### config.mk
export PLATFORM = sky130hd
export DESIGN_NAME = cond_flag_unit_flat
export DESIGN_NICKNAME = d
export VERILOG_FILES = /design/src/rtl/cond_pkg.sv /design/src/rtl/cond_flag_unit_if.sv /design/src/rtl/cond_eval.sv /design/src/rtl/zero_detect.sv /design/src/rtl/cond_flag_unit.sv /design/src/flat_wrapper.sv
export SDC_FILE = /design/constraint.sdc
export NUM_CORES = 1
export LEC_CHECK = 0
export ABC_AREA = 1
export ABC_CLOCK_PERIOD_IN_PS = 1250
export BUFFER_PORTS_ARGS = -buffer_cell sky130_fd_sc_hd__buf_2
export CORE_ASPECT_RATIO = 2
export CORE_MARGIN = 3
export CORE_UTILIZATION = 27
export CTS_CLUSTER_SIZE = 10
export DETAILED_ROUTE_END_ITERATION = 7
export PLACE_DENSITY = 0.77
export SETUP_SLACK_MARGIN = 0.1
export SLEW_MARGIN = 20
export SYNTH_ARGS = -nofsm -noshare
export SYNTH_HDL_FRONTEND = slang
export SYNTH_SLANG_ARGS = --single-unit
### constraint.sdc
create_clock -name clk -period 1.25 [get_ports clk]
set_input_delay 0.25 -clock clk [delete_from_list [all_inputs] [get_ports clk]]
set_output_delay 0.25 -clock clk [all_outputs]
set_load 0.005 [all_outputs]
### src/rtl/cond_pkg.sv
// Shared types for condition-flag handling: ARM condition codes, branch kinds
// and the NZCV flag layout.
package cond_pkg;

    typedef enum logic [3:0] {
        COND_EQ = 4'd0,
        COND_NE = 4'd1,
        COND_HS = 4'd2,
        COND_LO = 4'd3,
        COND_MI = 4'd4,
        COND_PL = 4'd5,
        COND_VS = 4'd6,
        COND_VC = 4'd7,
        COND_HI = 4'd8,
        COND_LS = 4'd9,
        COND_GE = 4'd10,
        COND_LT = 4'd11,
        COND_GT = 4'd12,
        COND_LE = 4'd13,
        COND_AL = 4'd14,
        COND_NV = 4'd15
    } cond_e;

    typedef enum logic [1:0] {
        BR_BCOND = 2'd0,
        BR_CBZ   = 2'd1,
        BR_CBNZ  = 2'd2,
        BR_RSVD  = 2'd3
    } br_kind_e;

    typedef struct packed {
        logic n;
        logic z;
        logic c;
        logic v;
    } nzcv_t;

endpackage

### src/rtl/cond_flag_unit_if.sv
// EX/MEM-side bundle: ALU result, branch request, pipeline control and the
// registered flag/branch outputs.
interface cond_flag_unit_if #(
    parameter int WIDTH = 64
);
    logic             alu_valid;
    logic             alu_set_flags;
    logic [WIDTH-1:0] alu_result;
    logic             alu_carry;
    logic             alu_overflow;
    logic             br_req;
    logic [1:0]       br_kind;
    logic [3:0]       br_cond;
    logic [WIDTH-1:0] br_operand;
    logic             stall;
    logic             flush;
    logic [3:0]       flags;
    logic             br_valid;
    logic             br_taken;

    modport master (
        output alu_valid, alu_set_flags, alu_result, alu_carry, alu_overflow,
        output br_req, br_kind, br_cond, br_operand, stall, flush,
        input  flags, br_valid, br_taken
    );

    modport slave (
        input  alu_valid, alu_set_flags, alu_result, alu_carry, alu_overflow,
        input  br_req, br_kind, br_cond, br_operand, stall, flush,
        output flags, br_valid, br_taken
    );
endinterface

### src/rtl/cond_eval.sv
// ARM condition-code evaluator on a set of NZCV flags; purely combinational so
// the conditional-select path can reuse it.
module cond_eval
    import cond_pkg::*;
(
    input  nzcv_t nzcv,
    input  cond_e cond,
    output logic  taken
);
    always_comb begin
        taken = 1'b0;
        unique case (cond)
            COND_EQ: taken = nzcv.z;
            COND_NE: taken = ~nzcv.z;
            COND_HS: taken = nzcv.c;
            COND_LO: taken = ~nzcv.c;
            COND_MI: taken = nzcv.n;
            COND_PL: taken = ~nzcv.n;
            COND_VS: taken = nzcv.v;
            COND_VC: taken = ~nzcv.v;
            COND_HI: taken = nzcv.c & ~nzcv.z;
            COND_LS: taken = ~nzcv.c | nzcv.z;
            COND_GE: taken = (nzcv.n == nzcv.v);
            COND_LT: taken = (nzcv.n != nzcv.v);
            COND_GT: taken = ~nzcv.z & (nzcv.n == nzcv.v);
            COND_LE: taken = nzcv.z | (nzcv.n != nzcv.v);
            COND_AL: taken = 1'b1;
            COND_NV: taken = 1'b1;
        endcase
    end
endmodule

### src/rtl/zero_detect.sv
// WIDTH-wide zero test, shared by the Z flag and the CBZ/CBNZ operand check.
module zero_detect #(
    parameter int WIDTH = 64
) (
    input  logic [WIDTH-1:0] value,
    output logic             is_zero
);
    assign is_zero = ~(|value);
endmodule

### src/rtl/cond_flag_unit.sv
// NZCV register plus registered branch resolver for B.cond and CBZ/CBNZ,
// with same-cycle forwarding of freshly generated flags.
module cond_flag_unit
    import cond_pkg::*;
#(
    parameter int WIDTH = 64
) (
    input  logic             clk,
    input  logic             reset,
    cond_flag_unit_if.slave  bus
);
    logic  res_zero;
    logic  op_zero;
    logic  use_new;
    logic  req_live;
    logic  cond_taken;
    logic  decision;
    nzcv_t gen_nzcv;
    nzcv_t eff_nzcv;
    nzcv_t flags_q;
    logic  br_valid_q;
    logic  br_taken_q;

    zero_detect #(.WIDTH(WIDTH)) u_zero_result (
        .value   (bus.alu_result),
        .is_zero (res_zero)
    );

    zero_detect #(.WIDTH(WIDTH)) u_zero_operand (
        .value   (bus.br_operand),
        .is_zero (op_zero)
    );

    assign gen_nzcv = '{n: bus.alu_result[WIDTH-1], z: res_zero,
                        c: bus.alu_carry, v: bus.alu_overflow};

    // A flag-setter in the same cycle is older than the branch, so its flags win.
    assign use_new  = bus.alu_valid & bus.alu_set_flags & ~bus.flush;
    assign eff_nzcv = use_new ? gen_nzcv : flags_q;
    assign req_live = bus.br_req & ~bus.flush;

    cond_eval u_cond_eval (
        .nzcv  (eff_nzcv),
        .cond  (cond_e'(bus.br_cond)),
        .taken (cond_taken)
    );

    always_comb begin
        decision = 1'b0;
        unique case (br_kind_e'(bus.br_kind))
            BR_BCOND: decision = cond_taken;
            BR_CBZ:   decision = op_zero;
            BR_CBNZ:  decision = ~op_zero;
            default:  decision = 1'b0;
        endcase
    end

    always_ff @(posedge clk) begin
        if (reset) begin
            flags_q    <= '0;
            br_valid_q <= 1'b0;
            br_taken_q <= 1'b0;
        end else if (!bus.stall) begin
            if (use_new) begin
                flags_q <= gen_nzcv;
            end
            br_valid_q <= req_live;
            br_taken_q <= req_live & decision;
        end
    end

    assign bus.flags    = flags_q;
    assign bus.br_valid = br_valid_q;
    assign bus.br_taken = br_taken_q;
endmodule
### src/flat_wrapper.sv
// flat-port wrapper written by rule: the top's interface ports become plain ports
module cond_flag_unit_flat import cond_pkg::*;
#(
    parameter int WIDTH = 64
)
  (clk, reset, bus_alu_valid, bus_alu_set_flags, bus_alu_result, bus_alu_carry, bus_alu_overflow, bus_br_req, bus_br_kind, bus_br_cond, bus_br_operand, bus_stall, bus_flush, bus_flags, bus_br_valid, bus_br_taken);
  cond_flag_unit_if #(.WIDTH(WIDTH)) bus_i ();
  input  logic clk;
  input  logic reset;
  input wire logic [$bits(bus_i.alu_valid)-1:0] bus_alu_valid;
  input wire logic [$bits(bus_i.alu_set_flags)-1:0] bus_alu_set_flags;
  input wire logic [$bits(bus_i.alu_result)-1:0] bus_alu_result;
  input wire logic [$bits(bus_i.alu_carry)-1:0] bus_alu_carry;
  input wire logic [$bits(bus_i.alu_overflow)-1:0] bus_alu_overflow;
  input wire logic [$bits(bus_i.br_req)-1:0] bus_br_req;
  input wire logic [$bits(bus_i.br_kind)-1:0] bus_br_kind;
  input wire logic [$bits(bus_i.br_cond)-1:0] bus_br_cond;
  input wire logic [$bits(bus_i.br_operand)-1:0] bus_br_operand;
  input wire logic [$bits(bus_i.stall)-1:0] bus_stall;
  input wire logic [$bits(bus_i.flush)-1:0] bus_flush;
  output wire logic [$bits(bus_i.flags)-1:0] bus_flags;
  output wire logic [$bits(bus_i.br_valid)-1:0] bus_br_valid;
  output wire logic [$bits(bus_i.br_taken)-1:0] bus_br_taken;
  assign bus_i.alu_valid = bus_alu_valid;
  assign bus_i.alu_set_flags = bus_alu_set_flags;
  assign bus_i.alu_result = bus_alu_result;
  assign bus_i.alu_carry = bus_alu_carry;
  assign bus_i.alu_overflow = bus_alu_overflow;
  assign bus_i.br_req = bus_br_req;
  assign bus_i.br_kind = bus_br_kind;
  assign bus_i.br_cond = bus_br_cond;
  assign bus_i.br_operand = bus_br_operand;
  assign bus_i.stall = bus_stall;
  assign bus_i.flush = bus_flush;
  assign bus_flags = bus_i.flags;
  assign bus_br_valid = bus_i.br_valid;
  assign bus_br_taken = bus_i.br_taken;
  cond_flag_unit #(.WIDTH(WIDTH)) u_core (.clk(clk), .reset(reset), .bus(bus_i));
endmodule
* Word-level counts from Yosys, hierarchy flattened
Index checks and enable logic that the tools add are counted. Widths: inputs -> output; s select.
Operators by class: equality and inequality tests 19, multiplexer cells 3, bitwise operators 15, reduce and logical (&&, ||, !) cells 5
Operators by type and width (count):
- $reduce_or 64->1 | 2
- $eq 4x4->1 const B | 8
- $eq 4x3->1 const B | 4
- $pmux 1 s15 | 1
- $eq 4x2->1 const B | 2
- $not 1->1 | 7
- $and 1x1->1 | 6
- $eq 4x1->1 const B | 1
- $logic_not 4->1 | 1
- $mux 4 | 1
- $pmux 1 s3 | 1
- $eq 2x1->1 const B | 1
- $eq 2x2->1 const B | 1
- $logic_not 2->1 | 1
- $or 1x1->1 | 2
- $reduce_or 2->1 | 1
- $eq 1x1->1 | 1
- $ne 1x1->1 | 1
Storage, ports and cells: bits in registers 6, bits of input ports 143, output and inout bits 6

* Depth between registers and ports, before layout
Gate-level depths: netlist of run 1.
depth after elaboration 8, depth in mapped cells 14, mapped depth without buffers 14

* By module
A second synthesis of run 1 with hierarchy kept.
Second synthesis, totals: cells, all modules 259, area total of the unflattened synthesis 1188.6 µm²
By module, submodules not included:
- zero_detect | times used 2, cells an instance 75, area each 307.8 µm², seq. area each 0.0 µm²
- cond_flag_unit | times used 1, cells an instance 57, area each 340.3 µm², seq. area each 120.1 µm²
- cond_eval | times used 1, cells an instance 52, area each 232.7 µm², seq. area each 0.0 µm²

* Least setup slack after synthesis of run 1
No wires, ideal clock.
path type in2reg, from input bus_flush, to register u_core.br_taken_q (netlist: u_core.bus.br_taken), data arrival time 1155 ps, path slack -21 ps, stages on the path 14, buffers on the path 0, cell sequence inv_1 nand3_2 nand2_1 nand2_2 nand2_2 nand2_2 nand2_1 nand2_1 nand2_1 nand2_1 nor2_1 nand3_1 nand2_1 a21oi_1
On the way: longest elaborated chain between the ends 8
Ends and longest elaborated chain:
- from (decl) | line flat_wrapper.sv:20 | input wire logic [$bits(bus_i.flush)-1:0] bus_flush;
- $not 1->1 * | line cond_flag_unit.sv:38, cond_flag_unit.sv:40
- $and 1x1->1 | line cond_flag_unit.sv:38 | assign use_new = bus.alu_valid & bus.alu_set_flags & ~bus.flush;
- $mux 4
- $ne 1x1->1, or another cell as far along | line cond_eval.sv:24, cond_eval.sv:26
- $or 1x1->1, or another cell as far along | line cond_eval.sv:26 | COND_LE: taken = nzcv.z | (nzcv.n != nzcv.v);
- $pmux 1 s15 | line cond_eval.sv:12 | unique case (cond)
- $pmux 1 s3 | line cond_flag_unit.sv:50 | unique case (br_kind_e'(bus.br_kind))
- $and 1x1->1 * | line cond_flag_unit.sv:68 | br_taken_q <= req_live & decision;
- to (signal assigned) | line cond_flag_unit.sv:68
- to (decl) | line cond_flag_unit.sv:22 | logic br_taken_q;
Every way passes the cells marked *; elsewhere a longest branch is shown, timed or not. A chain may end at the register's enable or synchronous reset.

* Final worst setup path of run 1
from register u_core.flags_q (netlist bit u_core.bus.flags[3]), to register u_core.br_taken_q (netlist: u_core.bus.br_taken)
On the way: longest elaborated chain between the ends 6
Ends and longest elaborated chain:
- from (decl) | line cond_flag_unit.sv:20 | nzcv_t flags_q;
- from (signal assigned) | line cond_flag_unit.sv:65 | flags_q <= gen_nzcv;
- $mux 4 *
- $ne 1x1->1 or $eq 1x1->1 (tied branches)
- $or 1x1->1 or $and 1x1->1 (tied branches) | line cond_eval.sv:26, cond_eval.sv:25
- $pmux 1 s15 * | line cond_eval.sv:12
- $pmux 1 s3 * | line cond_flag_unit.sv:50
- $and 1x1->1 * | line cond_flag_unit.sv:68
Marked as above.

==> results of run 1 <==
-- metal layers --
metal | GRT usage | vias up | wire length (um)
met3 | 0.0499 | 15 | 551
met1 | 0.159 | 802 | 1380
met2 | 0.430 | 134 | 2620
met4 | 0.0855 | 0 | 156
met5 | 0 | - | 0
li1 | - | 1036 | -
-- cells by family (layout without fill, tap and decap cells) --
group                  after synthesis  after routing  synth area share
AO/OA/AOI/OAI                       16             16            0.0789
buffers and inverters               25            195            0.0925
flip-flops                           6              6             0.118
AND/OR/NAND/NOR                    175            175             0.710
-- sequential cells by signal, summed over array words and instances, names as in the netlist --
register and cells:
u_core.bus.br_valid 1, u_core.bus.flags 4, u_core.bus.br_taken 1
-- worst max path at each step --
stage                                            end  slack [ps]  cells after the start
finish              u_core.bus.br_taken$_SDFFE_PP0N_         -20                     11
global route        u_core.bus.br_taken$_SDFFE_PP0N_        -160                     13
CTS                 u_core.bus.br_taken$_SDFFE_PP0N_          20                     13
detailed placement  u_core.bus.br_taken$_SDFFE_PP0N_        -270                     13
global placement    u_core.bus.br_taken$_SDFFE_PP0N_        -270                     13
floorplan           u_core.bus.br_taken$_SDFFE_PP0N_          60                     12
-- per-stage QoR --
step | hold WS [ps] | instance area, um^2
after floorplan | 319 | 1030
after global placement | 446 | 1940
after detailed placement | 453 | 1940
after CTS | 275 | 2050
after global routing | 279 | 2090
final | 274 | 2090
-- cell usage in the layout, fill, tap and decap left out --
cell type,instances
buf_6,3
nand2_2,11
dfxtp_2,3
inv_1,21
nor2_4,1
nor2_2,6
nand3_4,1
or2_2,1
o21ai_1,2
a21oi_1,8
inv_4,1
dfxtp_1,3
a21oi_2,1
buf_4,20
nand2_4,1
clkbuf_8,3
inv_2,2
nand2_1,45
buf_2,145
o21ai_0,5
nand4_1,13
nand3_1,6
nor3_1,1
nor2_1,88
nand3_2,1
-- where the power goes --
| part | internal, uW | leakage (uW) | switching (uW) |
|---|---|---|---|
| Clock | 207 | 0.0000216 | 85.0 |
| Combinational | 290 | 0.00114 | 230 |
| Sequential | 205 | 0.0000503 | 8.52 |
| Total | 702 | 0.00122 | 323 |
-- repair_timing --
| item | in CTS | in global routing |
|---|---|---|
| buffers inserted | 3 | 3 |
| gates resized for setup | 18 | 8 |
| pin swaps | 18 | 14 |
| hold endpoints to repair | 0 | 0 |
| endpoints found under the setup margin | 1 | 3 |
-- layout make-up --
type	instances	area (um^2)	area share
clock buffers	3	41.3	0.0198
multi-input cells	191	862	0.413
inverters	24	92.6	0.0443
repair buffers	168	910	0.435
flip-flops and latches	6	124	0.0593
well taps	48	60.1	0.0287
-- critical path, stage by stage (launching register included) --
cell     delay [ps]
dfxtp_2         340
inv_2            40
nand2_2          60
nand2_2          70
nand2_2          90
nand3_2          80
a21oi_2         160
nor2_2           50
nor2_1           90
nand3_1          70
nand2_1          60
a21oi_1          50
==> flow_summary.yaml, run 1 <==
status:
  status: "finished, violations left"
  violations: "setup timing"
power:
  ir_drop_mv: 0.499
  p_leak_uw: 0.00122
  p_per_area_nw_per_um2: 491
  power_uw: 1030
critical_path:
  r2r-end: "u_core.bus.br_taken$_SDFFE_PP0N_"
  cp_max_fo: 3
  crit_type: "reg -> reg"
  r2r_start: "u_core.bus.flags[3]$_SDFFE_PP0N_"
  start_kind: "flop"
  r2r_setup_slack_ps: -20
  required_ps: 1360
  r2r_cells: 11
  end_kind: "flop"
  worstPathArrival_ps: 1380
  setup.worst_path.start: "u_core.bus.flags[3]$_SDFFE_PP0N_"
die:
  core_region_area_um2: 3490
  die_w_um: 49.4
  rows: 30
  die_y_um: 92.7
  die_area_um2: 4570
  start_util: 0.291
  io_pins: 149
routing:
  wl_per_cell_um: 10.7
  viasPerCell: 4.52
  drt-initial-drc-count: 13
  vias: 1987
  final_antenna_net_count: 0
  post-route-drc-count: 0
  dr.pass1.iters: 4
  drt-total-wl_um: 4710
layout:
  drive_above_1_share: 0.510
  nNetsFinal: 537
  fin_util: 0.599
  diodes: 0
  fin_cells: 440
  areaGrowthSynthToFinish_pct: 106
  nFillCells: 363
yosys:
  yosys.area.top_type: "nor2_1"
  synth_top_area_frac: 0.348
  syn_area_um2: 1010
  synth_edf_count: 0
  seq_area_frac_synth: 0.118
  ys_warn_count: 0
  synth_common_cells: "nor2_1, nand2_1, inv_1"
  synth.most_common_cell: "nor2_1"
  synth.avg_cell_area_um2: 4.57
  synth_cell_types: 15
  synth_ff_type: "dfxtp_1"
  synthCells: 222
  syn_nets: 365
  synthArstFlopShare: 0
  synth_area_leaders: "nor2_1, nand2_1, dfxtp_1"
  synth_seq_cells: 6
cts:
  cts.path.max_buffers: 2
  clk_pin_slew_worst_paths_ps: 40
  numCtsBuffers: 3
  insertion_delay_ps: 220
  cts_hold_buf: 0
  clockRootBuffer: "clkbuf_8"
  cts_tree: "built"
  htree_levels: 1
  cts_sinks: 6
grt:
  antenna_found_initial: 0
  grt_max_degree: 11
  grt_pass1_vias: 1955
  grt_use_total: 0.202
  grt_overflow: 0
  grt_first_pass_wirelength_um: 7360
placed_design:
  gp_congestion: 0.791
  hpwl_um: 4130
  port_buffers: 148
  dp_cells: 432
  place_ws_ps: -275
worst_hold_path:
  hold_depth: 2
  hold_end: "u_core.bus.br_taken$_SDFFE_PP0N_"
  hold_path.class: "in -> reg"
  hp-start: "reset"
timing:
  timing.final.ws_setup_ps: -20.6
  hold_viol_final: 0
  fin_crit_ps: 1270
  rsz0062_at_grt: "yes"
  skew_ps: 1.10
  setup_viol_count_final: 1
  tightest_slew_ps: 327
  setup_tns_ps: -20.6
  fin_crit_sh: 1.02
  drv_slew: 0
  fmax_ghz: 0.787
  relSlewSlack: 0.781
flow_run:
  cap_violations: 0
Note: power is estimated with default switching activity, not from simulation.
==> run 2, diff against run 1 <==
--- a/config.mk
+++ b/config.mk
@@ -6,14 +6,15 @@
 export NUM_CORES = 1
 export LEC_CHECK = 0
 export ABC_AREA = 1
-export ABC_CLOCK_PERIOD_IN_PS = 1250
+export ABC_CLOCK_PERIOD_IN_PS = 1500
 export BUFFER_PORTS_ARGS = -buffer_cell sky130_fd_sc_hd__buf_2
+export CAP_MARGIN = 20
 export CORE_ASPECT_RATIO = 2
 export CORE_MARGIN = 3
-export CORE_UTILIZATION = 27
+export CORE_UTILIZATION = 32
 export CTS_CLUSTER_SIZE = 10
 export DETAILED_ROUTE_END_ITERATION = 7
-export PLACE_DENSITY = 0.77
+export PLACE_DENSITY = 0.86
 export SETUP_SLACK_MARGIN = 0.1
 export SLEW_MARGIN = 20
 export SYNTH_ARGS = -nofsm -noshare
==> constraint.sdc (replaced) <==
create_clock -name clk -period 1.5 [get_ports clk]
set_input_delay 0.3 -clock clk [delete_from_list [all_inputs] [get_ports clk]]
set_output_delay 0.3 -clock clk [all_outputs]
set_load 0.005 [all_outputs]
==> run 2 against run 1 <==
  * Combinational power decreased by 26%
  * Largest cell class is now multi-input gates
  * Non-clock buffer count down 14
  * The run now ends clean
  * Sequential cell count unchanged
==> flow_summary.yaml, run 2 (same netlist as run 1, synthesis figures left out) <==
status:
  status: "completed"
die:
  core_region_area_um2: 3010
  start_util: 0.337
  die_y_um: 85.6
  io_pins: 149
  die_area_um2: 3920
  rows: 28
  die_w_um: 45.8
timing:
  fin_crit_ps: 1270
  setup_viol_count_final: 0
  relSlewSlack: 0.808
  rsz0062_at_grt: "yes"
  fmax_ghz: 0.788
  hold_viol_final: 0
  hold_slack_ps: 324
  tightest_slew_ps: 286
  skew_ps: 2.41
  fin_crit_sh: 0.846
  drv_slew: 0
cts:
  cts_hold_buf: 0
  clk_pin_slew_worst_paths_ps: 40
  insertion_delay_ps: 220
  cts.path.max_buffers: 2
  cts_tree: "built"
  cts_sinks: 6
  numCtsBuffers: 3
  clockRootBuffer: "clkbuf_8"
  htree_levels: 1
critical_path:
  cp_max_fo: 4
  path_buf_inv: 0
  crit_chain: "nand2_2 -> nand3_1 -> nand2_1 -> nor2_1 -> nand2_1 -> nor2_1 -> nand2_1 -> nor2_1 -> nand3_1 -> nand2_1 -> a21oi_1"
  crit_type: "reg -> reg"
  cp_slowest_cell: "dfxtp_1"
  r2r_cells: 11
  cp_top_family: "simple AND/OR/NAND/NOR gates"
  r2r-end: "u_core.bus.br_taken$_SDFFE_PP0N_"
  required_ps: 1610
  worstPathArrival_ps: 1380
  r2r_start: "u_core.bus.flags[1]$_SDFFE_PP0N_"
  max_stage_delay_ps: 370
  r2r_setup_slack_ps: 230
  end_kind: "flop"
  start_kind: "flop"
  cp_common_cell: "nand2_1"
  critical_path_depth: 11
routing:
  drt-total-wl_um: 4390
  wl_per_cell_um: 10.8
  viasPerCell: 4.69
  vias: 1913
  post-route-drc-count: 0
  final_antenna_net_count: 0
  drt-initial-drc-count: 12
  dr.pass1.iters: 2
grt:
  grt_overflow: 0
  grt_use_total: 0.218
  antenna_found_initial: 0
  grt_max_degree: 12
  grt_pass1_vias: 1921
  grt_first_pass_wirelength_um: 6650
worst_hold_path:
  hp-start: "reset"
  hold_end: "u_core.bus.br_valid$_SDFFE_PP0N_"
  hold_path.class: "in -> reg"
  hold_depth: 2
placed_design:
  gp_congestion: 0.894
  postPlaceCellArea_um2: 1830
  port_buffers: 148
  hpwl_um: 4010
layout:
  diodes: 0
  nNetsFinal: 523
  drive_above_1_share: 0.474
  largest_reg_flops: 4
  fin_area_um2: 1940
  areaGrowthSynthToFinish_pct: 91.0
  final_cell_mix: "buf_2, nor2_1, nand2_1"
  layout_commonest_cell: "buf_2"
power:
  p_leak_uw: 0.00114
  ir_drop_mv: 0.600
  p_per_area_nw_per_um2: 416
flow_run:
  cap_violations: 0
## run 2: cell types whose count changed in the layout (fill, tap and decap cells not counted), moves of 2 or more
cell,previous run,this run
nor2_1,88,94
nand2_1,45,43
buf_4,20,7
nor2_2,6,0
nand2_2,11,13
## run 2: what timing repair did
| action | 4_1_cts | 5_1_grt |
|---|---|---|
| endpoints found under the setup margin | 0 | 1 |
| setup buffers | 0 | 1 |
| gates resized for setup | 0 | 25 |
## run 2: layout make-up
cell class	count	area, um^2
Multi-Input combinational cell	191	843
Clock buffer	3	41.3
Sequential cell	6	123
Tap cell	30	37.5
Inverter	24	92.6
Timing Repair Buffer	154	801
Fill cell	320	1070
## run 2: where the power goes
| group | switching, uW | internal, uW | leakage, uW | total (uW) |
|---|---|---|---|---|
| sequential | 7.58 | 170 | 0.0000500 | 178 |
| clock | 69.2 | 172 | 0.0000216 | 242 |
| combinational | 175 | 212 | 0.00107 | 387 |
| total | 252 | 555 | 0.00114 | 807 |
## run 2: stage by stage
stage           util  setup TNS (ps)  setup WS [ps]  cells  total power (uW)
6_report       0.643               0            231    408               807
5_1_grt        0.643               0           25.0    408               869
4_1_cts        0.620               0            158    407               791
3_5_place_dp   0.606           -77.0          -77.0    404               546
3_3_place_gp   0.606           -43.2          -43.2    404               538
2_1_floorplan      -               0            179    222               312
## run 2: how the worst max path moves through the flow
stage	start	to	slack [ps]
floorplan	bus_flush	u_core.bus.br_taken$_SDFFE_PP0N_	180
finish	u_core.bus.flags[1]$_SDFFE_PP0N_	u_core.bus.br_taken$_SDFFE_PP0N_	230
global route	bus_flush	u_core.bus.br_taken$_SDFFE_PP0N_	20
detailed placement	bus_flush	u_core.bus.br_taken$_SDFFE_PP0N_	-80
CTS	bus_flush	u_core.bus.br_taken$_SDFFE_PP0N_	160
global placement	bus_flush	u_core.bus.br_taken$_SDFFE_PP0N_	-40
## run 2: routing by layer
| metal | vias up | wire length, um | track usage |
|---|---|---|---|
| li1 | 1007 | - | - |
| met2 | 117 | 2540 | 0.479 |
| met3 | 6 | 568 | 0.0294 |
| met5 | - | 0 | 0 |
| met1 | 783 | 1200 | 0.164 |
| met4 | 0 | 74 | 0.0648 |
==> run 3, diff against run 2 <==
--- a/config.mk
+++ b/config.mk
@@ -5,16 +5,16 @@
 export SDC_FILE = /design/constraint.sdc
 export NUM_CORES = 1
 export LEC_CHECK = 0
-export ABC_AREA = 1
-export ABC_CLOCK_PERIOD_IN_PS = 1500
+export ABC_AREA = 0
+export ABC_CLOCK_PERIOD_IN_PS = 1080
 export BUFFER_PORTS_ARGS = -buffer_cell sky130_fd_sc_hd__buf_2
 export CAP_MARGIN = 20
 export CORE_ASPECT_RATIO = 2
 export CORE_MARGIN = 3
-export CORE_UTILIZATION = 32
+export CORE_UTILIZATION = 23
 export CTS_CLUSTER_SIZE = 10
 export DETAILED_ROUTE_END_ITERATION = 7
-export PLACE_DENSITY = 0.86
+export PLACE_DENSITY = 0.76
 export SETUP_SLACK_MARGIN = 0.1
 export SLEW_MARGIN = 20
 export SYNTH_ARGS = -nofsm -noshare
==> constraint.sdc (replaced) <==
create_clock -name clk -period 1.08 [get_ports clk]
set_input_delay 0.216 -clock clk [delete_from_list [all_inputs] [get_ports clk]]
set_output_delay 0.216 -clock clk [all_outputs]
set_load 0.005 [all_outputs]
==> run 3 against run 2 <==
  * The flow now finishes with violations (setup timing)
  * Area after synthesis down 21%
  * Core utilization fell by 0.50 points
  * Die area rose by 8.9%
  * Clock-buffer cell count is the same
  * Via count is 15% lower
  * Power is 37% higher
  * Sequential share of layout area fell by 0.32 points
  * Sequential cell count did not move
  * Clock power increased by 42%
  * Register-to-register slack got worse by 780 ps
  * Final cell count shrank 23%
  * Largest cell class is now non-clock buffers
==> flow_summary.yaml, run 3 <==
critical_path:
  cp_max_fo: 2
  r2r_setup_slack_ps: -550
  crit_type: "reg -> reg"
  start_kind: "flop"
  r2r_cells: 6
  r2r_start: "u_core.bus.flags[3]$_SDFFE_PP0N_"
  r2r-end: "u_core.bus.br_taken$_SDFFE_PP0N_"
  end_kind: "flop"
  required_ps: 1170
  worstPathArrival_ps: 1720
timing:
  timing.final.ws_setup_ps: -551
  fmax_ghz: 0.613
  rsz0062_at_grt: "yes"
  relSlewSlack: 0.778
  fin_crit_ps: 1630
  fin_crit_sh: 1.51
  skew_ps: 3.36
  tightest_slew_ps: 330
  drv_slew: 0
  hold_viol_final: 0
  setup_viol_count_final: 5
grt:
  grt_pass1_vias: 1578
  grt_use_total: 0.200
  grt_first_pass_wirelength_um: 6170
  antenna_found_initial: 0
  grt_overflow: 0
  grt_max_degree: 10
yosys:
  synthCells: 110
  synthArstFlopShare: 0
  synth_cell_types: 31
  syn_nets: 253
  seq_area_frac_synth: 0.150
  synth_ff_type: "dfxtp_1"
  synth.avg_cell_area_um2: 7.29
  synth.most_common_cell: "nor4_1"
  synth_area_leaders: "nor4_1, dfxtp_1, mux2i_1"
  ys_warn_count: 0
  synth_seq_cells: 6
  yosys.area.top_type: "nor4_1"
  syn_area_um2: 802
  synth_top_area_frac: 0.257
  synth_common_cells: "nor4_1, nand2_1, nand4_1"
  synth_edf_count: 0
routing:
  post-route-drc-count: 0
  routed-wl-met2_um: 2790
  drt-initial-drc-count: 20
  drt-total-wl_um: 4780
  dr.pass1.iters: 4
  drt-met1-wl_um: 1380
  wl_per_cell_um: 15.1
  viasPerCell: 5.14
  vias: 1623
  final_antenna_net_count: 0
  route.top_layer_used: "met4"
  wl_met3_um: 477
power:
  ir_drop_mv: 0.582
  p_leak_uw: 0.00100
  p_per_area_nw_per_um2: 531
layout:
  largest_reg_flops: 4
  fin_cells: 316
  diodes: 0
  fin_area_um2: 2080
  final_cell_mix: "buf_2, buf_4, nor4_1"
  nNetsFinal: 430
  layout_commonest_cell: "buf_2"
  areaGrowthSynthToFinish_pct: 160
  drive_above_1_share: 0.733
placed_design:
  postPlaceCellArea_um2: 1770
  hpwl_um: 3990
  port_buffers: 148
  dp_cells: 310
  gp_congestion: 0.803
worst_hold_path:
  hold_depth: 2
  hold_end: "u_core.bus.flags[0]$_SDFFE_PP0N_"
  hold_path.class: "in -> reg"
  hp-start: "reset"
cts:
  cts_sinks: 6
  htree_levels: 1
  clockRootBuffer: "clkbuf_8"
  clk_pin_slew_worst_paths_ps: 40
  insertion_delay_ps: 220
  cts_hold_buf: 0
  cts_tree: "built"
  numCtsBuffers: 3
  cts.path.max_buffers: 2
status:
  status: "finished, violations left"
  violations: "setup timing"
die:
  io_pins: 149
  die_w_um: 47.8
  start_util: 0.246
  die_y_um: 89.5
  die_area_um2: 4270
  rows: 29
  core_region_area_um2: 3270
flow_run:
  cap_violations: 0
run 3: cell types whose count changed after synthesis, moves of 4 or more:
cell and change:
nand2_2 -4, nand4_1 -6, nor2_1 -88, nor4_1 +33
nand2_1 -46, nand3_1 -6, mux2i_1 +5, inv_1 -22
run 3: where the power goes:
group | switching, uW | internal, uW | total [uW] | leakage (uW)
sequential | 2.82 | 228 | 231 | 0.0000506
combinational | 210 | 324 | 534 | 0.000929
clock | 103 | 240 | 343 | 0.0000216
run 3: cell type report:
class	instances	area, um^2
flip-flops and latches	6	125
well taps	31	38.8
inverters	2	7.51
multi-input cells	98	832
fillers	293	1180
clock buffers	3	41.3
repair buffers	176	1040
run 3: worst max-delay path by stage:
stage	from	endpoint	slack (ps)
6_report	u_core.bus.flags[3]$_SDFFE_PP0N_	u_core.bus.br_taken$_SDFFE_PP0N_	-550
3_5_place_dp	bus_br_operand[6]	u_core.bus.br_taken$_SDFFE_PP0N_	-920
3_3_place_gp	bus_br_operand[6]	u_core.bus.br_taken$_SDFFE_PP0N_	-900
2_1_floorplan	bus_flush	u_core.bus.br_taken$_SDFFE_PP0N_	-560
5_1_grt	u_core.bus.flags[3]$_SDFFE_PP0N_	u_core.bus.br_taken$_SDFFE_PP0N_	-640
4_1_cts	u_core.bus.flags[3]$_SDFFE_PP0N_	u_core.bus.br_taken$_SDFFE_PP0N_	-540
run 3: repair_timing:
item / in CTS / in global routing
setup endpoints to repair: 9 / 10
pin swaps: 2 / 11
resized for setup: 19 / 32
buffers inserted: 0 / 5
run 3: metal layers:
layer / vias to the layer above / GRT usage
met3: 10 / 0.0343
met5: - / 0
li1: 811 / -
met4: 0 / 0.0833
met2: 101 / 0.416
met1: 701 / 0.158
run 3: kinds of logic after synthesis:
kind of cell / Yosys count / share of synthesized area
AO/OA/AOI/OAI: 19 / 0.164
buffers and inverters: 6 / 0.0406
multiplexers: 6 / 0.0905
flip-flops: 6 / 0.150
AND/OR/NAND/NOR: 70 / 0.523
XOR/XNOR: 3 / 0.0328
run 3: critical path, cell delays in order (launching register included):
cell	delay (ps)
dfxtp_2	320
xor2_1	160
mux4_2	470
a22oi_2	130
nor3b_1	70
nor4_2	220
a311oi_1	120
run 3: per-stage QoR:
step                      TNS [ps]  hold WS [ps]  utilization  worst slack (ps)  total power [uW]
after global routing         -1170           239        0.638              -643              1190
after global placement       -1870           467        0.542              -898               682
final                         -913           237        0.638              -551              1110
after CTS                     -754           239        0.580              -541              1060
after floorplan               -631           285            -              -559               348
after detailed placement     -1970           473        0.542              -915               692
